--- config.mk ---
export PLATFORM = sky130hd
export DESIGN_NAME = freq_div_multi_flat
export DESIGN_NICKNAME = d
export VERILOG_FILES = /design/src/rtl/freq_div_pkg.sv /design/src/rtl/freq_div_multi_if.sv /design/src/rtl/freq_div_ch.sv /design/src/rtl/freq_div_multi.sv /design/src/flat_wrapper.sv
export SDC_FILE = /design/constraint.sdc
export NUM_CORES = 1
export LEC_CHECK = 0
export BUFFER_PORTS_ARGS = -buffer_cell sky130_fd_sc_hd__buf_4
export CAP_MARGIN = 20
export CORE_MARGIN = 2
export CORE_UTILIZATION = 30
export CTS_BUF_LIST = sky130_fd_sc_hd__clkbuf_4 sky130_fd_sc_hd__clkbuf_8
export DETAILED_ROUTE_END_ITERATION = 10
export SYNTH_ARGS = -nofsm -noshare
export SYNTH_HDL_FRONTEND = slang
export SYNTH_SLANG_ARGS = --single-unit
--- constraint.sdc ---
create_clock -name clk_in -period 11 [get_ports clk_in]
set_input_delay 0 -clock clk_in [delete_from_list [all_inputs] [get_ports clk_in]]
set_output_delay 0 -clock clk_in [all_outputs]
set_load 0.005 [all_outputs]
--- src/rtl/freq_div_pkg.sv ---
`default_nettype none
// ----------------------------------------------------------------------------
// freq_div_pkg : shared constants, index-width helper and channel state layout
// Rev 1.0
// ----------------------------------------------------------------------------
package freq_div_pkg;

  localparam int CNT_W_DEF = 26;
  localparam int DIV_HALT  = 0;

  function automatic int ch_idx_w(input int n);
    return (n > 1) ? $clog2(n) : 1;
  endfunction

  // Reference layout at the default width; channels build the same shape at CNT_W.
  typedef struct packed {
    logic [CNT_W_DEF-1:0] cnt;
    logic [CNT_W_DEF-1:0] act_div;
    logic [CNT_W_DEF-1:0] pend_div;
    logic                 pend_flag;
  } ch_state_t;

endpackage
`default_nettype wire

--- src/rtl/freq_div_multi_if.sv ---
`default_nettype none
// ----------------------------------------------------------------------------
// freq_div_multi_if : divisor configuration write channel (valid/ready)
// Rev 1.0
// ----------------------------------------------------------------------------
interface freq_div_multi_if
  import freq_div_pkg::*;
#(
  parameter int N_CH  = 4,
  parameter int CNT_W = CNT_W_DEF
);
  localparam int CH_W = ch_idx_w(N_CH);

  logic             cfg_valid;
  logic             cfg_ready;
  logic [CH_W-1:0]  cfg_ch;
  logic [CNT_W-1:0] cfg_div;
  logic             cfg_now;

  modport master (output cfg_valid, cfg_ch, cfg_div, cfg_now, input cfg_ready);
  modport slave  (input cfg_valid, cfg_ch, cfg_div, cfg_now, output cfg_ready);

endinterface
`default_nettype wire

--- src/rtl/freq_div_ch.sv ---
`default_nettype none
// ----------------------------------------------------------------------------
// freq_div_ch : one divider channel (counter, shadow divisor, registered outputs)
// Rev 1.0
// ----------------------------------------------------------------------------
module freq_div_ch
  import freq_div_pkg::*;
#(
  parameter int CNT_W   = CNT_W_DEF,
  parameter int DEF_DIV = 100000
) (
  input  logic             clk_i,
  input  logic             rst_ni,
  input  logic             en_i,
  input  logic             clr_i,
  input  logic             wr_i,
  input  logic             now_i,
  input  logic [CNT_W-1:0] div_i,
  output logic             pend_o,
  output logic             clk_o,
  output logic             tick_o
);

  typedef struct packed {
    logic [CNT_W-1:0] cnt;
    logic [CNT_W-1:0] act_div;
    logic [CNT_W-1:0] pend_div;
    logic             pend_flag;
  } ch_st_t;

  ch_st_t st_q, st_d;
  logic   armed_q, armed_d;
  logic   clk_q, clk_d;
  logic   tick_q, tick_d;

  logic [CNT_W-1:0] cnt_inc;
  logic [CNT_W-1:0] last_cnt;
  logic [CNT_W:0]   hi_len;

  assign cnt_inc  = st_q.cnt + CNT_W'(1);
  assign last_cnt = st_q.act_div - CNT_W'(1);
  assign hi_len   = ({1'b0, st_q.act_div} + (CNT_W+1)'(1)) >> 1;

  always_comb begin
    st_d    = st_q;
    armed_d = armed_q;
    clk_d   = clk_q;
    tick_d  = tick_q;
    if (clr_i) begin
      st_d.cnt       = '0;
      st_d.pend_flag = 1'b0;
      clk_d          = 1'b0;
      tick_d         = 1'b0;
      armed_d        = 1'b0;
      if (wr_i)                st_d.act_div = div_i;
      else if (st_q.pend_flag) st_d.act_div = st_q.pend_div;
    end else if (wr_i && now_i) begin
      st_d.act_div   = div_i;
      st_d.cnt       = '0;
      st_d.pend_flag = 1'b0;
      clk_d          = 1'b0;
      tick_d         = 1'b0;
      armed_d        = 1'b0;
    end else begin
      // A halted channel has no boundary to wait for, so a pending divisor lands now.
      if (!en_i || st_q.act_div == CNT_W'(DIV_HALT)) begin
        st_d.cnt = '0;
        clk_d    = 1'b0;
        tick_d   = 1'b0;
        armed_d  = 1'b0;
        if (st_q.pend_flag) begin
          st_d.act_div   = st_q.pend_div;
          st_d.pend_flag = 1'b0;
        end
      end else if (st_q.cnt == last_cnt) begin
        st_d.cnt = '0;
        clk_d    = 1'b1;
        tick_d   = 1'b1;
        armed_d  = 1'b1;
        if (st_q.pend_flag) begin
          st_d.act_div   = st_q.pend_div;
          st_d.pend_flag = 1'b0;
        end
      end else begin
        st_d.cnt = cnt_inc;
        tick_d   = 1'b0;
        // Until the first wrap clk stays low, so the first rise coincides with the first tick.
        clk_d    = armed_q && ({1'b0, cnt_inc} < hi_len);
      end
      if (wr_i) begin
        st_d.pend_div  = div_i;
        st_d.pend_flag = 1'b1;
      end
    end
  end

  always_ff @(posedge clk_i or negedge rst_ni) begin
    if (!rst_ni) begin
      st_q.cnt       <= '0;
      st_q.act_div   <= CNT_W'(DEF_DIV);
      st_q.pend_div  <= '0;
      st_q.pend_flag <= 1'b0;
      armed_q        <= 1'b0;
      clk_q          <= 1'b0;
      tick_q         <= 1'b0;
    end else begin
      st_q    <= st_d;
      armed_q <= armed_d;
      clk_q   <= clk_d;
      tick_q  <= tick_d;
    end
  end

  assign pend_o = st_q.pend_flag;
  assign clk_o  = clk_q;
  assign tick_o = tick_q;

endmodule
`default_nettype wire

--- src/rtl/freq_div_multi.sv ---
`default_nettype none
// ----------------------------------------------------------------------------
// freq_div_multi : N-channel programmable clock divider with runtime reprogramming
// Rev 1.0
// ----------------------------------------------------------------------------
module freq_div_multi
  import freq_div_pkg::*;
#(
  parameter int N_CH    = 4,
  parameter int CNT_W   = CNT_W_DEF,
  parameter int DEF_DIV = 100000
) (
  input  logic                clk_in,
  input  logic                rst_n,
  input  logic [N_CH-1:0]     ch_en,
  input  logic                sync_clr,
  freq_div_multi_if.slave     cfg,
  output logic [N_CH-1:0]     clk_out,
  output logic [N_CH-1:0]     tick
);

  logic [N_CH-1:0] pend;
  logic [N_CH-1:0] wr_en;
  logic [31:0]     ch_sel;

  assign ch_sel = 32'(cfg.cfg_ch);

  // Out-of-range channel numbers match nothing: ready stays high and the write is dropped.
  always_comb begin
    cfg.cfg_ready = 1'b1;
    wr_en         = '0;
    for (int i = 0; i < N_CH; i++) begin
      if (ch_sel == i) begin
        cfg.cfg_ready = ~pend[i];
        wr_en[i]      = cfg.cfg_valid & ~pend[i];
      end
    end
  end

  for (genvar g = 0; g < N_CH; g++) begin : g_ch
    freq_div_ch #(
      .CNT_W   (CNT_W),
      .DEF_DIV (DEF_DIV)
    ) u_ch (
      .clk_i   (clk_in),
      .rst_ni  (rst_n),
      .en_i    (ch_en[g]),
      .clr_i   (sync_clr),
      .wr_i    (wr_en[g]),
      .now_i   (cfg.cfg_now),
      .div_i   (cfg.cfg_div),
      .pend_o  (pend[g]),
      .clk_o   (clk_out[g]),
      .tick_o  (tick[g])
    );
  end

endmodule
`default_nettype wire

--- src/flat_wrapper.sv ---
// flat-port wrapper written by rule: the top's interface ports become plain ports
module freq_div_multi_flat import freq_div_pkg::*;
#(
  parameter int N_CH    = 4,
  parameter int CNT_W   = CNT_W_DEF,
  parameter int DEF_DIV = 100000
)
  (clk_in, rst_n, ch_en, sync_clr, clk_out, tick, cfg_cfg_valid, cfg_cfg_ch, cfg_cfg_div, cfg_cfg_now, cfg_cfg_ready);
  freq_div_multi_if #(.N_CH(N_CH), .CNT_W(CNT_W)) cfg_i ();
  input  logic clk_in;
  input  logic rst_n;
  input  logic [N_CH-1:0] ch_en;
  input  logic sync_clr;
  output logic [N_CH-1:0] clk_out;
  output logic [N_CH-1:0] tick;
  input wire logic [$bits(cfg_i.cfg_valid)-1:0] cfg_cfg_valid;
  input wire logic [$bits(cfg_i.cfg_ch)-1:0] cfg_cfg_ch;
  input wire logic [$bits(cfg_i.cfg_div)-1:0] cfg_cfg_div;
  input wire logic [$bits(cfg_i.cfg_now)-1:0] cfg_cfg_now;
  output wire logic [$bits(cfg_i.cfg_ready)-1:0] cfg_cfg_ready;
  assign cfg_i.cfg_valid = cfg_cfg_valid;
  assign cfg_i.cfg_ch = cfg_cfg_ch;
  assign cfg_i.cfg_div = cfg_cfg_div;
  assign cfg_i.cfg_now = cfg_cfg_now;
  assign cfg_cfg_ready = cfg_i.cfg_ready;
  freq_div_multi #(.N_CH(N_CH), .CNT_W(CNT_W), .DEF_DIV(DEF_DIV)) u_core (.clk_in(clk_in), .rst_n(rst_n), .ch_en(ch_en), .sync_clr(sync_clr), .cfg(cfg_i), .clk_out(clk_out), .tick(tick));
endmodule
[Word-level counts from Yosys, hierarchy flattened]
Index checks and enable logic that the tools add are counted.
Storage, ports and cells
  logic and storage cells: 201
  register bits: 328
Operators by class
  reductions and logical operators: 33
  magnitude comparators: 4
  bitwise logic cells: 13
  mux-type cells: 104
  $add $sub $neg: 12
  eq/ne operators: 7
Operators with widths (number)
  52-bit 2-to-1 mux: 12
  26-bit 2-to-1 mux: 16
  26-bit by 1-bit adder with 27-bit output (second input constant): 4
  26-bit by 1-bit adder with 26-bit output (second input constant): 4
  26-bit equality test: 4
  26-bit zero test: 4
  26-bit < comparator: 4
  26-bit by 1-bit subtractor with 26-bit output (second input constant): 4
  1-bit 2-to-1 mux: 76
  32-bit zero test: 1
  5-bit nonzero test: 4
  4-bit nonzero test: 4
  3-bit AND reduction: 4
  1-bit NOT: 9
  1-bit logical AND: 8
  1-bit bitwise AND: 4
  2-bit equality test (second input constant): 2
  1-bit zero test: 4
  1-bit logical OR: 4
  2-bit by 1-bit equality test with 1-bit output (second input constant): 1

[Logic depth before layout (Yosys ltp)]
  word-level depth: 7
  depth in mapped cells: 19

[Cells and area by module]
Synthesis repeated with hierarchy kept, for this count alone.
Unflattened totals
  cell total of the unflattened synthesis: 2627
  area total of the unflattened synthesis: 24387.1 um^2
By module, submodules not included
  freq_div_ch at u_core.g_ch[0].u_ch: times used 1, sequential area each 2059.5 um^2, area an instance 6333.6 um^2, cells an instance 707
  freq_div_ch at u_core.g_ch[3].u_ch: times used 1, sequential area each 2059.5 um^2, area an instance 6311.1 um^2, cells an instance 691
  freq_div_ch at u_core.g_ch[2].u_ch: times used 1, sequential area each 2059.5 um^2, area an instance 5864.4 um^2, cells an instance 612
  freq_div_ch at u_core.g_ch[1].u_ch: times used 1, sequential area each 2059.5 um^2, area an instance 5816.8 um^2, cells an instance 610
  freq_div_multi: times used 1, sequential area each 0.0 um^2, area an instance 61.3 um^2, cells an instance 7

[Least setup slack after synthesis]
OpenSTA, ideal clock, no wires.
  kind: reg2reg
  start point: register u_core.g_ch[1].u_ch.st_q[32] in the netlist's numbering
  end point: register u_core.g_ch[1].u_ch.clk_q
  arrival: 3521 ps
  stages on the path, launching flop included: 19
  path slack: 7401 ps
  clock period less this slack: 3599 ps
  data required time: 10922 ps
  setup time: 78 ps
  cell sequence: dfstp_2 clkbuf_1 nand3_1 nor3_1 nand3_1 nor2_1 nand2_1 or3_1 clkbuf_1 nor2_1 xnor2_1 ha_1 nand4_1 nor2_1 nand3_1 nor2_1 or4_1 a211o_1 a21oi_1
On the way
  word-level cells in the longest chain between the ends: 7
  elaborated cells between the ends (all ways): 11
Ends and longest elaborated chain
  start, declared: line freq_div_ch.sv:31  | ch_st_t st_q, st_d;
  start signal, assigned: line freq_div_ch.sv:107  | st_q <= st_d;
  26-bit by 1-bit adder with 27-bit output: line freq_div_ch.sv:42  | assign hi_len = ({1'b0, st_q.act_div} + (CNT_W+1)'(1)) >> 1;
  26-bit < comparator: line freq_div_ch.sv:88  | clk_d = armed_q && ({1'b0, cnt_inc} < hi_len);
  1-bit logical AND: line freq_div_ch.sv:88
  1-bit 2-to-1 mux: line freq_div_ch.sv:75  | end else if (st_q.cnt == last_cnt) begin
  1-bit 2-to-1 mux *: line freq_div_ch.sv:66  | if (!en_i || st_q.act_div == CNT_W'(DIV_HALT)) begin
  1-bit 2-to-1 mux *: line freq_div_ch.sv:57  | end else if (wr_i && now_i) begin
  1-bit 2-to-1 mux *: line freq_div_ch.sv:49  | if (clr_i) begin
  named net u_core.g_ch[1].u_ch.clk_d: line freq_div_ch.sv:33  | logic clk_q, clk_d;
  end signal, assigned: line freq_div_ch.sv:109  | clk_q <= clk_d;
  end, declared: line freq_div_ch.sv:33
The timed path passes the listed nets; every way through them passes the cells marked *.
A chain may end at the register's enable or synchronous reset.

[Worst setup path after layout]
  start point: register u_core.g_ch[2].u_ch.st_q[27] in the netlist's numbering
  end point: register u_core.g_ch[2].u_ch.st_q[52] in the netlist's numbering
On the way
  word-level cells in the longest chain between the ends: 5
  elaborated cells between the ends (all ways): 8
Ends and longest elaborated chain (line)
  start, declared: freq_div_ch.sv:31
  start signal, assigned: freq_div_ch.sv:107
  branches (longest 5 deep; another with 26-bit by 1-bit subtractor with 26-bit output)
Parallel ways; which one is timed is not known.

==> metrics.txt <==
Seq cells post-synth=328; Gate Count Post-Synth=2566; post-route cell area=25800 um2; # rows=101; wl on met1=29500 um; Tcrit/Tclk final=0.429; chip height=between 200 and 300 um; clock sink total=328; Power Dens Cells=154 nW/um2; vias in the first global route=18388; Reg power frac=0.440; crit end category=register; global-route wire length before repair=101000 um; CTS tree=built; skew final=between 50 and 60 ps; WL final=62400 um; most common cell after layout, fill and taps aside=dfrtp_1; asr flop ratio synth=1.00; filler cell count in the final layout=7957; Clock H-tree levels=2; CP peak stage delay=720 ps; DP HPWL=44300 um; Hold Violations, Final=0; Int Power=2.61 mW; slowest stage cell, crit path=or4_1; Die X=around 280 um; Synth Area in XOR/XNOR=0.119; num ports=46; main combinational cell family by area after synthesis=simple AND/OR/NAND/NOR gates; Synth Area in Simple Gates=0.217; Syn Nets=about 2700; PortBufs=between 40 and 50; DR WL met2=28900 um; Slew headroom=0.340; Area Overhead vs Synth=11.6%; Iter 0 DRT Violations=1169; syn avg cell area=between 9 and 10 um2; Synthesis Warnings=0; Placer Congestion=0.866; fin. max-slew vios=0; remaining global-route overflow=0; Avg WL per Cell=17.3 um; Clock Tree Root=clkbuf_8; Via Count=18754; Max Cap Viol=0; mux cell area share after synthesis=0.0587; Core Region=76100 um2; Setup WS post-layout=6280 ps; Comb pwr share=0.249; placed cell areas=24200 um2; Util after Layout=0.339; Compound-Gate Fraction of Synth Area=0.135; clk_lat worst skew=between 600 and 700 ps; slew at the pin with the worst max-slew slack=around 1000 ps; Placed Cells=3470; cell chain of the critical path=inv_1 -> ha_1 -> or3b_2 -> or4_1 -> a2111oi_2 -> o211ai_1 -> nor4_2 -> nand4_4 -> nand2_1 -> buf_4 -> o2bb2a_1; sequential share of the synthesized area=0.356; Worst setup SP type=register; setup violators final=0; setup TNS=0 ps; type of the most critical hold path=input port to asynchronous set/reset pin; EDFF count, synth=0; crit path DAT=5270 ps; Main synth FF type=dfrtp_1; clock tree buffer depth=3; post-CTS setup buffer count=0; All-Layer GR Usage=0.157; Distinct cells, synth=84; critical path class=register to register; Register Area=8240 um2; Worst Path Max Fanout=26; Die Area=79300 um2; footprint of the multi-input gates=13700 um2; VDD IR-drop max=around 0.11 mV; nets@finish=roughly 2700; drt pass-1 iters=5; Mapped Area=23100 um2; Worst EP required=11550 ps; layout cells sized above 1=0.144; cts bufs inserted=57; Initial Util=0.304; DRC Markers=0; status=finished, final reports clean; largest net degree at the start of global routing=120; fin crit period=4720 ps; post-place setup slack=6360 ps; initial antenna violation count=1; fin cells=3612; Top Metal Used=met4; Antenna Nets Post-Route=0; WL met3=2590 um; DR vias/cell=5.19; clock-pin slew on the worst setup and hold paths=approximately 60 ps; commonest non-fill, non-tap cells in the layout=dfrtp_1, nor2_1, xnor2_1; RSZ-0062 raised after global routing=false; Adder-Cell Fraction of Synth Area=0.0606; fmax=0.212 GHz; Net Sw Frac=0.343; Leak=about 11 nW; Net Sw Power=1.36 mW; Clock power frac=0.311
[logic make-up (layout without fill, tap and decap cells)]
| group | count (synthesis) | in the layout |
|---|---|---|
| flip-flops | 328 | 328 |
| other | 0 | 2 |
| AO/OA/AOI/OAI | 432 | 432 |
| XOR/XNOR | 313 | 313 |
| AND/OR/NAND/NOR | 955 | 955 |
| multiplexers | 122 | 122 |
| adder cells (fa/ha/maj) | 112 | 112 |
| buffers and inverters | 304 | 318 |
[per-layer routing]
metal  vias to the layer above  GRT usage
met3                        94     0.0212
met2                       374      0.256
li1                       9133          -
met4                         0     0.0469
met1                      9153      0.216
met5                         -          0
[worst max-delay path: cells and delay by family (launching register included)]
kind	cells	cell delay, ps
and+or+nand+nor	5	2630
buffers and inverters	2	480
AOI/OAI and AO/OA	3	800
adders and majority gates	1	170
DFF	1	470
[cell type report]
type                            instances  share of cell area
Sequential cell                       328               0.319
Multi-Input combinational cell       1934               0.531
Inverter                              104              0.0151
Tap cell                             1030              0.0499
Antenna cell                            2            0.000194
Timing Repair Buffer                  108              0.0361
Clock buffer                           94              0.0445
Clock inverter                         12             0.00436
[what timing repair did]
action | in CTS | in global routing
endpoints found under the hold margin | 365 | 0
resized for setup | 0 | 0
hold buffers | 34 | 0
[sequential cells by signal (all words and copies together) (netlist names)]
name / cells
u_core.g_ch.u_ch.armed_q: 4
u_core.g_ch.u_ch.tick_o: 4
u_core.g_ch.u_ch.st_q: 312
u_core.g_ch.u_ch.clk_o: 4
u_core.g_ch.u_ch.pend_o: 4
[power by group through the flow]
stage	Clock, mW	Combinational [mW]	Sequential, mW
final	1.24	0.992	1.75
after global routing	1.32	1.12	1.79
after CTS	1.27	0.998	1.74
after detailed placement	0	0.981	1.77
after global placement	0	0.967	1.76
after floorplan	0	0.958	1.52
[stage by stage]
stage / power [mW] / hold slack, ps
finish: 3.98 / 56.4
detailed placement: 2.75 / 194
floorplan: 2.48 / -296
global route: 4.23 / 73.3
global placement: 2.72 / 178
CTS: 4.02 / 8.82
[cell usage after synthesis, types with 6 or more instances]
master     count  area share
dfrtp_1      304        0.33
or2_2         12      0.0032
o22a_1        26      0.0098
a21oi_1       97       0.021
buf_4          9      0.0029
a22oi_1       29      0.0094
inv_1        103       0.017
dfstp_2       24       0.027
and3_1       116       0.031
xor2_1       120       0.045
a211oi_1      38       0.012
or4_1         26      0.0084
and2_1         6      0.0016
nor4b_1        7      0.0027
o21a_1        12      0.0039
clkbuf_1     167       0.027
ha_1         112       0.061
nor2_1       254       0.041
mux2_2       110       0.054
nand3_1      102       0.022
nand4b_1       7      0.0027
nand4_1       57       0.015
o21ai_0       36      0.0078
mux2i_1       12      0.0052
buf_2         19      0.0041
a2bb2oi_2     20       0.013
nand2b_1      17      0.0046
a31oi_1       14      0.0038
a21o_1        20      0.0065
nand2_1      131       0.021
a21boi_0       6      0.0019
o211ai_1      12      0.0039
nor3_1        53       0.011
o22ai_1       55       0.015
and4_1        17      0.0064
nor2b_1       39       0.011
xnor2_1      192       0.073
nor4_1        68       0.018
or3_1         15      0.0041
[path summary, 6_finish.rpt]
path,start,to,slack (ps),depth (start not counted)
max in group asynchronous,rst_n,u_core.g_ch[0].u_ch.st_q[15]$_DFFE_PN0P_,8440,4
min in group clk_in,ch_en[2],u_core.g_ch[2].u_ch.armed_q$_DFFE_PN0P_,60,4
worst max register to register,u_core.g_ch[2].u_ch.st_q[27]$_DFFE_PN0P_,u_core.g_ch[2].u_ch.st_q[52]$_DFFE_PN0P_,6280,11
worst min-delay path,rst_n,u_core.g_ch[2].u_ch.st_q[62]$_DFF_PN0_,60,2
worst min register to register,u_core.g_ch[3].u_ch.st_q[12]$_DFFE_PN0P_,u_core.g_ch[3].u_ch.st_q[12]$_DFFE_PN0P_,500,1
worst max-delay path,u_core.g_ch[2].u_ch.st_q[27]$_DFFE_PN0P_,u_core.g_ch[2].u_ch.st_q[52]$_DFFE_PN0P_,6280,11
(Power assumes the default switching activity.)
